==> src/rtl/morse_tx_scheduler_if.sv <==
// Character push handshake into the Morse scheduler.
// master drives sym_valid/code_bits/code_len; slave returns sym_ready.
`timescale 1ns/1ps
interface morse_tx_scheduler_if;
  logic       sym_valid;
  logic       sym_ready;
  logic [4:0] code_bits;
  logic [2:0] code_len;

  modport master (
    output sym_valid,
    output code_bits,
    output code_len,
    input  sym_ready
  );

  modport slave (
    input  sym_valid,
    input  code_bits,
    input  code_len,
    output sym_ready
  );
endinterface

==> src/rtl/morse_tx_scheduler.sv <==
// Morse playback: FIFO of coded chars, unit-timed marks/gaps on tone.
// Ports: clk, rst(async low), en, flush, sym_if(push), tone, busy, sym_done, fifo_count, fifo_full.
`timescale 1ns/1ps
module morse_tx_scheduler #(
  parameter int DEPTH       = 8,
  parameter int UNIT_CYCLES = 12500000
) (
  input  logic                     clk,
  input  logic                     rst,
  input  logic                     en,
  input  logic                     flush,
  morse_tx_scheduler_if.slave      sym_if,
  output logic                     tone,
  output logic                     busy,
  output logic                     sym_done,
  output logic [$clog2(DEPTH):0]   fifo_count,
  output logic                     fifo_full
);
  localparam int AW = $clog2(DEPTH);
  localparam int CW = AW + 1;
  localparam int DW = $clog2(UNIT_CYCLES);
  localparam logic [DW-1:0] DIV_LAST = DW'(UNIT_CYCLES - 1);

  typedef enum logic [2:0] {
    IDLE, LOAD, MARK, EGAP, CGAP, WSPACE
  } state_e;

  logic [7:0]    mem [DEPTH];
  logic [AW-1:0] wr_ptr_q, wr_ptr_d;
  logic [AW-1:0] rd_ptr_q, rd_ptr_d;
  logic [CW-1:0] count_q, count_d;
  state_e        state_q, state_d;
  logic [4:0]    sh_q, sh_d;
  logic [2:0]    cnt_q, cnt_d;
  logic [2:0]    units_q, units_d;
  logic [DW-1:0] div_q, div_d;
  logic          tone_q, tone_d;
  logic          busy_q, busy_d;
  logic          done_q, done_d;

  logic       full, empty, push, pop;
  logic       timed, tick, last;
  logic [7:0] head;
  logic [2:0] len_in;

  always_comb begin
    full   = count_q == CW'(DEPTH);
    empty  = count_q == '0;
    push   = sym_if.sym_valid && !full;
    pop    = (state_q == IDLE) && en && !empty && !flush;
    timed  = state_q inside {MARK, EGAP, CGAP, WSPACE};
    tick   = timed && (div_q == DIV_LAST);
    last   = tick && (units_q == 3'd1);
    head   = mem[rd_ptr_q];
    len_in = (head[2:0] > 3'd5) ? 3'd5 : head[2:0];

    wr_ptr_d = wr_ptr_q;
    rd_ptr_d = rd_ptr_q;
    count_d  = count_q;
    if (flush) begin
      wr_ptr_d = '0;
      rd_ptr_d = '0;
      count_d  = '0;
    end else begin
      if (push) wr_ptr_d = wr_ptr_q + 1'b1;
      if (pop)  rd_ptr_d = rd_ptr_q + 1'b1;
      unique case (1'b1)
        push && !pop: count_d = count_q + 1'b1;
        pop && !push: count_d = count_q - 1'b1;
        default:      count_d = count_q;
      endcase
    end

    state_d = state_q;
    sh_d    = sh_q;
    cnt_d   = cnt_q;
    units_d = units_q;
    done_d  = 1'b0;
    if (tick && !last) units_d = units_q - 3'd1;

    // Dropping en abandons the current char silently.
    if (state_q != IDLE && !en) begin
      state_d = IDLE;
    end else begin
      unique case (state_q)
        IDLE: if (pop) begin
          sh_d    = head[7:3];
          cnt_d   = len_in;
          state_d = LOAD;
        end
        LOAD: if (cnt_q == 3'd0) begin
          state_d = WSPACE;
          units_d = 3'd7;
        end else begin
          state_d = MARK;
          units_d = sh_q[4] ? 3'd3 : 3'd1;
        end
        MARK: if (last) begin
          cnt_d = cnt_q - 3'd1;
          sh_d  = {sh_q[3:0], 1'b0};
          if (cnt_q == 3'd1) begin
            state_d = CGAP;
            units_d = 3'd3;
          end else begin
            state_d = EGAP;
            units_d = 3'd1;
          end
        end
        EGAP: if (last) begin
          state_d = MARK;
          units_d = sh_q[4] ? 3'd3 : 3'd1;
        end
        CGAP, WSPACE: if (last) begin
          state_d = IDLE;
          done_d  = 1'b1;
        end
        default: state_d = IDLE;
      endcase
    end

    // Divider restarts on every state entry.
    if (timed && state_d == state_q)
      div_d = tick ? '0 : div_q + 1'b1;
    else
      div_d = '0;

    tone_d = (state_q == MARK) && en;
    busy_d = (state_q != IDLE) && en;
  end

  always_ff @(posedge clk or negedge rst) begin
    if (!rst) begin
      wr_ptr_q <= '0;
      rd_ptr_q <= '0;
      count_q  <= '0;
      state_q  <= IDLE;
      sh_q     <= '0;
      cnt_q    <= '0;
      units_q  <= '0;
      div_q    <= '0;
      tone_q   <= 1'b0;
      busy_q   <= 1'b0;
      done_q   <= 1'b0;
    end else begin
      wr_ptr_q <= wr_ptr_d;
      rd_ptr_q <= rd_ptr_d;
      count_q  <= count_d;
      state_q  <= state_d;
      sh_q     <= sh_d;
      cnt_q    <= cnt_d;
      units_q  <= units_d;
      div_q    <= div_d;
      tone_q   <= tone_d;
      busy_q   <= busy_d;
      done_q   <= done_d;
    end
  end

  always_ff @(posedge clk) begin
    if (push && !flush)
      mem[wr_ptr_q] <= {sym_if.code_bits, sym_if.code_len};
  end

  assign sym_if.sym_ready = !full;
  assign tone             = tone_q;
  assign busy             = busy_q;
  assign sym_done         = done_q;
  assign fifo_count       = count_q;
  assign fifo_full        = full;
endmodule

==> src/flat_wrapper.sv <==
// flat-port wrapper written by rule: the top's interface ports become plain ports
module morse_tx_scheduler_flat 
#(
  parameter int DEPTH       = 8,
  parameter int UNIT_CYCLES = 12500000
)
  (clk, rst, en, flush, tone, busy, sym_done, fifo_count, fifo_full, sym_if_sym_valid, sym_if_code_bits, sym_if_code_len, sym_if_sym_ready);
  morse_tx_scheduler_if sym_if_i ();
  input  logic clk;
  input  logic rst;
  input  logic en;
  input  logic flush;
  output logic tone;
  output logic busy;
  output logic sym_done;
  output logic [$clog2(DEPTH):0] fifo_count;
  output logic fifo_full;
  input wire logic [$bits(sym_if_i.sym_valid)-1:0] sym_if_sym_valid;
  input wire logic [$bits(sym_if_i.code_bits)-1:0] sym_if_code_bits;
  input wire logic [$bits(sym_if_i.code_len)-1:0] sym_if_code_len;
  output wire logic [$bits(sym_if_i.sym_ready)-1:0] sym_if_sym_ready;
  assign sym_if_i.sym_valid = sym_if_sym_valid;
  assign sym_if_i.code_bits = sym_if_code_bits;
  assign sym_if_i.code_len = sym_if_code_len;
  assign sym_if_sym_ready = sym_if_i.sym_ready;
  morse_tx_scheduler #(.DEPTH(DEPTH), .UNIT_CYCLES(UNIT_CYCLES)) u_core (.clk(clk), .rst(rst), .en(en), .flush(flush), .sym_if(sym_if_i), .tone(tone), .busy(busy), .sym_done(sym_done), .fifo_count(fifo_count), .fifo_full(fifo_full));
endmodule
==> config.mk <==
export PLATFORM = sky130hd
export DESIGN_NAME = morse_tx_scheduler_flat
export DESIGN_NICKNAME = d
export VERILOG_FILES = /design/src/rtl/morse_tx_scheduler_if.sv /design/src/rtl/morse_tx_scheduler.sv /design/src/flat_wrapper.sv
export SDC_FILE = /design/constraint.sdc
export NUM_CORES = 1
export LEC_CHECK = 0
export BUFFER_PORTS_ARGS = -buffer_cell sky130_fd_sc_hd__buf_2
export CAP_MARGIN = 20
export CORE_MARGIN = 4
export CORE_UTILIZATION = 40
export CTS_CLUSTER_DIAMETER = 150
export DETAILED_ROUTE_END_ITERATION = 8
export PLACE_DENSITY = 0.54
export SYNTH_ARGS = -nofsm -noshare
export SYNTH_HDL_FRONTEND = slang
export SYNTH_SLANG_ARGS = --single-unit
==> constraint.sdc <==
create_clock -name clk -period 3.3 [get_ports clk]
set_clock_uncertainty 0.15 [all_clocks]
set_input_delay 0.66 -clock clk [delete_from_list [all_inputs] [get_ports clk]]
set_output_delay 0.66 -clock clk [all_outputs]
set_load 0.005 [all_outputs]
# After elaboration in Yosys (flattened, before gate mapping)
# Memory sizes are Yosys's and may differ from the RTL's.
# Cells that the tools add are included.
# Widths: inputs -> output; s select.
word_totals:
  ramBits: 64
  regBits: 51
  memories: 1
  out_inout_bits: 9
  input_bits: 13
  romBits: 0
  latch_bits: 0
  word_cells: 101
memory_table:
  columns: ["memory", "words", "word_bits", "read_ports", "rd_ports_with_merged_regs", "write_ports", "line_no", "source"]
  rows:
  - ["u_core.mem", 8, 8, 1, 0, 1, "morse_tx_scheduler.sv:28", "logic [7:0] mem [DEPTH];"]
classes:
  mux: 36
  n_lt_le_gt_ge: 1
  add_sub_neg: 7
  n_shift: 0
  div_mod_pow: 0
  n_reduce_logical: 32
  bitwise: 1
  eq_ne: 12
  multipliers: 0
op_table:
  columns: ["op", "count"]
  rows:
  - ["$mux 3", 19]
  - ["$mux 24", 2]
  - ["$add 24x1->24 const B", 1]
  - ["$eq 24x24->1 const B", 1]
  - ["$pmux 3 s5", 1]
  - ["$logic_and 1x1->1", 14]
  - ["$mux 5", 2]
  - ["$pmux 5 s2", 1]
  - ["$eq 3x1->1 const B", 3]
  - ["$pmux 3 s3", 1]
  - ["$pmux 4 s2", 1]
  - ["$logic_not 1->1", 7]
  - ["$add 3x1->3 const B", 2]
  - ["$eq 3x2->1 const B", 2]
  - ["$eq 3x3->1 const B", 2]
  - ["$logic_not 3->1", 2]
  - ["$pmux 3 s2", 1]
  - ["$reduce_bool 2->1", 3]
  - ["$reduce_bool 3->1", 2]
  - ["$sub 3x1->3 const B", 2]
  - ["$mux 1", 5]
  - ["$add 4x1->4 const B", 1]
  - ["$eq 4x4->1 const B", 1]
  - ["$logic_not 4->1", 1]
  - ["10 further kinds", 12]

# Depth between registers and ports, before layout
# Gate-level depths: netlist of the first run.
logic_depth:
  depth_word: 10
  ltp_mapped: 12
  mapped_depth_nobuf: 11

# Least setup slack after synthesis of the first run
# Ideal clock, no wire load.
synth_path:
  path_kind: "flip-flop to flip-flop"
  start: "register u_core.count_q[1] (netlist: u_core.fifo_count[1])"
  end: "register u_core.count_q[3] (netlist: u_core.fifo_count[3])"
  t_arrival_ps: 2637
  stages_incl_launch_ff: 13
  setup_slack_ps: 381
  path_buffers: 1
  setup_ps: 132
  synth_period_minus_slack_ps: 2919
  required_ps: 3018
  path_cell_list: "dfrtp_1 -> or4b_1 -> clkbuf_1 -> inv_1 -> o211ai_1 -> or2_2 -> inv_1 -> ha_1 -> a21o_1 -> a21oi_1 -> mux2i_1 -> xnor2_1 -> nor2_1"
synth_between:
  word_cells_on_any_way: 16
  cone_classes: "2 x add/sub; 1 x eq/ne; 2 x mux; 11 x reduce/logical"
synth_rtl:
  columns: ["element", "line_no", "source"]
  rows:
  - ["start: declaration", "morse_tx_scheduler.sv:31", "logic [CW-1:0] count_q, count_d;"]
  - ["start signal: assignment", "morse_tx_scheduler.sv:147", "count_q <= count_d;"]
  - ["$eq 4x4->1 *", "morse_tx_scheduler.sv:47", "full = count_q == CW'(DEPTH);"]
  - ["$logic_not 1->1 *", null, null]
  - ["named net sym_if_sym_ready", "flat_wrapper.sv:21", "output wire logic [$bits(sym_if_i.sym_ready)-1:0] sym_if_sym_ready;"]
  - ["$logic_and 1x1->1 *", "morse_tx_scheduler.sv:49", "push = sym_if.sym_valid && !full;"]
  - ["$logic_not 1->1", "morse_tx_scheduler.sv:69", "pop && !push: count_d = count_q - 1'b1;"]
  - ["$logic_and 1x1->1", "morse_tx_scheduler.sv:69", null]
  - ["$pmux 4 s2", "morse_tx_scheduler.sv:67", "unique case (1'b1)"]
  - ["$mux 4", "morse_tx_scheduler.sv:60", "if (flush) begin"]
# Mark *: on every way through the listed nets, which the timed path passes. The rest lies on a longest branch.
# A chain may end at the register's enable or synchronous reset.

# Worst setup path in the final report of the first run
layout_path:
  start: "register u_core.count_q[1] (netlist: u_core.fifo_count[1])"
  end: "register u_core.count_q[3] (netlist: u_core.fifo_count[3])"
layout_between:
  elab_chain_cells: 8
  word_cells_on_any_way: 16
  cone_classes: "2 x add/sub; 1 x eq/ne; 2 x mux; 11 x reduce/logical"
layout_lines:
  columns: ["element", "line_no", "source"]
  rows:
  - ["$logic_not 4->1", "morse_tx_scheduler.sv:48", "empty = count_q == '0;"]
  - ["$logic_not 1->1", "morse_tx_scheduler.sv:50", "pop = (state_q == IDLE) && en && !empty && !flush;"]
  - ["$logic_and 1x1->1 (2 in a row)", "morse_tx_scheduler.sv:50", null]
  - ["$logic_not 1->1", "morse_tx_scheduler.sv:68", "push && !pop: count_d = count_q + 1'b1;"]
  - ["$logic_and 1x1->1", "morse_tx_scheduler.sv:68", null]
  - ["$pmux 4 s2", "morse_tx_scheduler.sv:67", null]
  - ["$mux 4", "morse_tx_scheduler.sv:60", null]
# Parallel ways exist; a longest one is shown, timed or not.

==> impl_metrics.py, run 1 <==
metrics = {
    "power_and_ir_drop": {
        "seqPwrFrac_pct": 40.1,
        "switching_share_pct": 26.8,
        "p_int_mw": 3.22,
        "clkPwrFrac_pct": 40.7,
        "p_switching_mw": 1.18,
        "leakage_nw": 2.41,
        "comb_power_share_pct": 19.1,
        "total_power_mw": 4.40,
        "pwr_density_cell_nw_per_um2": 703,
        "vdd_drop_max_mv": 0.471,
    },
    "sta": {
        "maxSlewViolCount": 0,
        "tns_ns": 0,
        "period_minus_slack_ns": 2.94,
        "slew_headroom_pct": 43.7,
        "rsz0062_at_grt": "false",
        "timing.hold.ws_ns": 0.219,
        "setup_viol": 0,
        "hold_viol": 0,
        "min_period_over_period_pct": 89.1,
        "fmax_ghz": 0.340,
        "setup_slack_ns": 0.361,
        "worstMarginPinSlew_ns": 0.838,
    },
    "logic_synthesis": {
        "synth_edf_count": 64,
        "ys_types": 55,
        "avgSynthCellArea_sq_um": 13.2,
        "synthFlopType": "edfxtp_1",
        "yosys.area.top_type": "edfxtp_1",
        "syn_nets": 426,
        "synth_area_leaders": "edfxtp_1, dfrtp_1, mux4_2",
        "synth.cell_area_sq_um": 5310,
        "yosys.area.top_type_share_pct": 36.2,
        "synth-seq-cells": 115,
        "yosysWarnings": 0,
        "netlist_instances": 402,
        "async_flop_share_pct": 44.3,
        "seq_area_frac_synth_pct": 60.3,
    },
    "setup_path": {
        "critPathMaxFanout": 6,
        "cpMostUsedCell": "inv_1",
        "cpPeakStageDelay_ns": 0.63,
        "critical_path_class": "register to register",
        "crit_path_end_kind": "register",
        "slowest_stage": "or4b_1",
        "crit_required_ns": 3.44,
        "arrival_ns": 3.08,
        "startpoint_type": "register",
        "crit_family": "simple AND/OR/NAND/NOR gates",
        "crit_buf_inv": 2,
        "path_cells": "or4b_1, inv_1, o211ai_1, or2_2, inv_1, ha_1, a21o_1, a21oi_1, mux2i_1, xnor2_1, nor2_1",
    },
    "floorplanning": {
        "die-area_sq_um": 15200,
        "initial_core_util_pct": 41.4,
        "core_sq_um": 12800,
        "die_w_um": 123,
        "fp.dieH_um": 123,
        "rows": 41,
        "top_level_ports": 22,
    },
    "grt": {
        "grt_overflow_total": 0,
        "antenna_found_initial": 0,
        "grt_pass1_wl_um": 17200,
        "grt_max_degree": 52,
        "grt_pass1_vias": 3273,
        "grtUsageTotal_pct": 15.2,
    },
    "placed_design": {
        "pre_cts_slack_ns": 0.241,
        "place.port_buffers": 21,
        "placed_area_sq_um": 5680,
        "gp_congestion": 0.842,
        "hpwl_um": 6780,
    },
    "routing": {
        "first_pass_iters": 5,
        "drtAntennaViolNets": 0,
        "routed_wl_um": 10300,
        "drcViolationCount": 0,
        "drt-vias-per-instance": 5.16,
        "drt_iter0_drc": 178,
        "routedWlPerCell_um": 16.5,
        "dr_total_vias": 3229,
    },
    "cells_and_area": {
        "final_area_sq_um": 6250,
        "num_antenna_cells": 0,
        "drive_gt1_share_pct": 20.3,
        "num-fill-cells": 1146,
        "nets": 466,
        "area_growth_pct": 17.9,
    },
    "clock_network": {
        "cts_buffer_depth": 2,
        "cts_resized": 0,
        "clkTransAtPathRegs_ns": 0.05,
        "post-cts-setup-buffers": 0,
        "cts-root-buf": "clkbuf_16",
        "htreeDepth": 4,
        "ctsHoldBuffers": 0,
        "clk_latency_ns": 0.41,
        "cts_buffers": 17,
        "clock-sinks": 115,
        "cts_tree": "yes",
    },
    "worst_hold_path": {
        "hp-class": "primary input to async pin",
    },
    "status": {
        "status": "finished clean",
    },
    "job": {
        "cap_viol_max_count": 0,
    },
}
cells by family (layout without fill, tap and decap cells):
family	after synthesis	after routing	share of synthesized area [%]
and+or+nand+nor	151	151	15.3
DFF	115	115	60.3
xor gates and xnor gates	29	29	4.79
AOI/OAI and AO/OA	31	31	3.89
muxes	36	36	10.8
buffers and inverters	29	81	2.19
adders and majority gates	11	11	2.74
power groups by stage:
stage / logic (mW) / clock network [mW] / registers (mW)
5_1_grt: 0.959 / 1.90 / 1.78
4_1_cts: 0.861 / 1.83 / 1.76
3_3_place_gp: 0.847 / 0 / 1.78
3_5_place_dp: 0.857 / 0 / 1.79
2_1_floorplan: 0.641 / 0 / 1.75
6_report: 0.842 / 1.79 / 1.76
worst reg2reg max path, cell delays in order, from the launching register on:
cell	delay [ns]
dfrtp_1	0.42
or4b_1	0.63
inv_1	0.12
o211ai_1	0.10
or2_2	0.33
inv_1	0.08
ha_1	0.22
a21o_1	0.17
a21oi_1	0.17
mux2i_1	0.23
xnor2_1	0.14
nor2_1	0.05
cells in the final DEF (no fill, tap or decap), types with 15 or more instances in the layout:
master and instances:
edfxtp_1 64, nor2_1 51, dfrtp_1 51, nand2_1 24, buf_2 21, clkbuf_16 17, mux4_2 16, buf_4 16
xor2_1 15, nand3_1 15
cells in the mapped netlist (5+ instances only):
master and count:
mux2i_1 14, xor2_1 15, o21ai_0 9, nor3_1 6, mux4_2 16, and3_1 7
xnor2_1 14, nand2b_1 5, inv_1 13, a21oi_1 8, clkbuf_1 11, ha_1 10
dfrtp_1 51, edfxtp_1 64, nand2_1 24, nand3_1 15, nor2_1 51, nand4_1 8
metrics by stage:
step | util [%] | cells
after global routing | 48.8 | 626
after global placement | 44.3 | 595
after detailed placement | 44.3 | 595
after CTS | 48.8 | 626
final | 48.8 | 626
after floorplan | - | 402
sequential cells by signal, indices dropped and copies added, names as in the netlist, 3 cells and up:
name / flops
u_core.state_q: 3
u_core.rd_ptr_q: 3
u_core.cnt_q: 3
u_core.div_q: 24
u_core.mem: 64
u_core.wr_ptr_q: 3
u_core.fifo_count: 4
u_core.units_q: 3
u_core.sh_q: 5
area by class of cell:
type / instances / area, sq um / share of cell area (%)
Tap cell: 172 / 215 / 3.44
Multi-Input combinational cell: 258 / 1990 / 31.8
Clock inverter: 10 / 135 / 2.16
Sequential cell: 115 / 3200 / 51.1
Inverter: 13 / 48.8 / 0.780
Timing Repair Buffer: 37 / 225 / 3.60
Clock buffer: 21 / 440 / 7.04
final timing paths:
kind / slack, ns / cells past startpoint / from / to
max: 0.36 / 11 / u_core.fifo_count[1]$_DFFE_PN0P_ / u_core.fifo_count[3]$_DFFE_PN0P_
min: 0.22 / 2 / rst / u_core.div_q[20]$_DFF_PN0_
max reg2reg: 0.36 / 11 / u_core.fifo_count[1]$_DFFE_PN0P_ / u_core.fifo_count[3]$_DFFE_PN0P_
min reg2reg: 0.35 / 1 / u_core.sh_q[3]$_DFFE_PN0P_ / u_core.sh_q[3]$_DFFE_PN0P_
max in group asynchronous: 2.33 / 2 / rst / u_core.state_q[0]$_DFF_PN0_
min in group clk: 0.35 / 1 / u_core.sh_q[3]$_DFFE_PN0P_ / u_core.sh_q[3]$_DFFE_PN0P_
per-layer routing:
layer  vias to the layer above  GRT usage [%]  wire (um)
met5                         -              0          0
met4                         0           6.44        172
met3                        10           4.16        291
met2                        42           24.6       5180
met1                      1626           19.2       4660
li1                       1551              -          -
No activity file was read; power rests on OpenSTA's default activity.
==> run 2: changes to the inputs <==
- CORE_UTILIZATION: 40 -> 37
- CTS_BUF_LIST: default -> sky130_fd_sc_hd__clkbuf_4 sky130_fd_sc_hd__clkbuf_8
- PLACE_DENSITY: 0.54 -> 0.5
==> impl_metrics.py, run 2 (synthesis gave the netlist of run 1 again) <==
metrics = {
    "grt": {
        "grt_max_degree": 52,
        "grtUsageTotal_pct": 13.8,
        "grt_pass1_wl_um": 17000,
        "antenna_found_initial": 0,
        "grt_overflow_total": 0,
        "grt_pass1_vias": 3262,
    },
    "power_and_ir_drop": {
        "leakage_nw": 2.31,
        "vdd_drop_max_mv": 0.376,
        "total_power_mw": 3.79,
        "pwr_density_cell_nw_per_um2": 625,
    },
    "floorplanning": {
        "die_w_um": 128,
        "top_level_ports": 22,
        "rows": 43,
        "fp.dieH_um": 128,
        "core_sq_um": 14000,
        "initial_core_util_pct": 37.9,
        "die-area_sq_um": 16300,
    },
    "cells_and_area": {
        "num-fill-cells": 1287,
        "multi_input_area_sq_um": 1990,
        "regArea_sq_um": 3200,
        "postLayoutCoreUtil_pct": 43.3,
        "final_common_cell": "edfxtp_1",
        "final_cell_mix": "edfxtp_1, nor2_1, dfrtp_1",
        "largestRegisters": "u_core.mem x64, u_core.div_q x24, u_core.sh_q x5",
        "num_antenna_cells": 0,
        "drive_gt1_share_pct": 21.4,
        "regMostFlops": "u_core.mem",
        "largest_register_ffs": 64,
        "finalNonFillerCells": 634,
        "area_growth_pct": 14.1,
        "nets": 466,
        "final_area_sq_um": 6060,
    },
    "sta": {
        "setup_viol": 0,
        "slew_headroom_pct": 40.4,
        "fmax_ghz": 0.341,
        "period_minus_slack_ns": 2.94,
        "rsz0062_at_grt": "false",
        "hold_viol": 0,
        "min_period_over_period_pct": 89.0,
        "maxSlewViolCount": 0,
        "worstMarginPinSlew_ns": 0.887,
        "tns_ns": 0,
    },
    "placed_design": {
        "dp_cells": 603,
        "gp_congestion": 0.763,
        "place.port_buffers": 21,
        "hpwl_um": 6810,
        "placed_area_sq_um": 5700,
    },
    "setup_path": {
        "crit_required_ns": 3.46,
        "arrival_ns": 3.10,
        "crit_path_end_kind": "register",
        "critical_path_class": "register to register",
        "critPathMaxFanout": 6,
        "startpoint_type": "register",
    },
    "clock_network": {
        "cts_resized": 0,
        "clk_latency_ns": 0.43,
        "cts_tree": "yes",
        "clock-sinks": 115,
        "cts-root-buf": "clkbuf_8",
        "clkTransAtPathRegs_ns": 0.06,
        "post-cts-setup-buffers": 0,
        "htreeDepth": 4,
        "cts_buffers": 17,
        "cts_buffer_depth": 2,
        "ctsHoldBuffers": 0,
    },
    "routing": {
        "drt_iter0_drc": 256,
        "routed_wl_um": 10300,
        "drtAntennaViolNets": 0,
        "first_pass_iters": 4,
        "drt-vias-per-instance": 5.02,
        "drcViolationCount": 0,
        "routedWlPerCell_um": 16.3,
        "dr_total_vias": 3184,
    },
    "job": {
        "cap_viol_max_count": 0,
    },
    "worst_hold_path": {
        "hp-class": "primary input to async pin",
    },
    "status": {
        "status": "finished clean",
    },
}
run 2: changes by cell type in the layout (fill, tap and decap cells not counted), moves of 2 or more:
| cell | before | now |
|---|---|---|
| bufinv_16 | 3 | 1 |
| clkbuf_1 | 4 | 0 |
| clkbuf_16 | 17 | 0 |
| clkbuf_8 | 0 | 17 |
| clkinv_2 | 1 | 3 |
| clkinvlp_4 | 2 | 5 |
run 2: area by class of cell:
| class | count | area share [%] |
|---|---|---|
| clock buffers | 18 | 3.99 |
| multi-input cells | 258 | 32.9 |
| flip-flops and latches | 115 | 52.8 |
| repair buffers | 37 | 3.93 |
| clock inverters | 13 | 1.86 |
| well taps | 180 | 3.72 |
| inverters | 13 | 0.806 |
run 2: worst paths after layout:
kind	start	end	slack, ns	cells after the start
min in group clk	u_core.sh_q[3]$_DFFE_PN0P_	u_core.sh_q[3]$_DFFE_PN0P_	0.35	1
max in group asynchronous	rst	u_core.cnt_q[1]$_DFFE_PN0P_	2.68	2
hold / removal	rst	u_core.div_q[20]$_DFF_PN0_	0.07	2
setup / recovery	u_core.fifo_count[1]$_DFFE_PN0P_	u_core.fifo_count[3]$_DFFE_PN0P_	0.36	11
setup reg to reg	u_core.fifo_count[1]$_DFFE_PN0P_	u_core.fifo_count[3]$_DFFE_PN0P_	0.36	11
hold reg to reg	u_core.sh_q[3]$_DFFE_PN0P_	u_core.sh_q[3]$_DFFE_PN0P_	0.35	1
run 2: metal layers:
metal	up-vias	share of wire (%)	GRT usage, %
met3	6	3.7	4.75
li1	1553	-	-
met4	0	0.94	4.68
met2	51	50	22.9
met1	1574	45	17.0
met5	-	0	0
run 2: stage by stage:
step	hold WS, ns	worst slack [ns]
floorplan	0.214	0.381
global placement	0.327	0.305
detailed placement	0.335	0.272
CTS	0.0558	0.357
global route	0.0564	0.152
finish	0.0674	0.364
run 2: worst max-delay path, stage by stage, from the launching register on:
cell and delay [ns]:
dfrtp_1 0.43, or4b_1 0.63, inv_1 0.13, o211ai_1 0.10, or2_2 0.31, inv_1 0.09
ha_1 0.23, a21o_1 0.18, a21oi_1 0.17, mux2i_1 0.23, xnor2_1 0.14, nor2_1 0.05
run 2: power by group:
group / internal (mW) / switching (mW) / total [mW]
Combinational: 0.392 / 0.462 / 0.854
Sequential: 1.65 / 0.103 / 1.76
Clock: 0.593 / 0.584 / 1.18
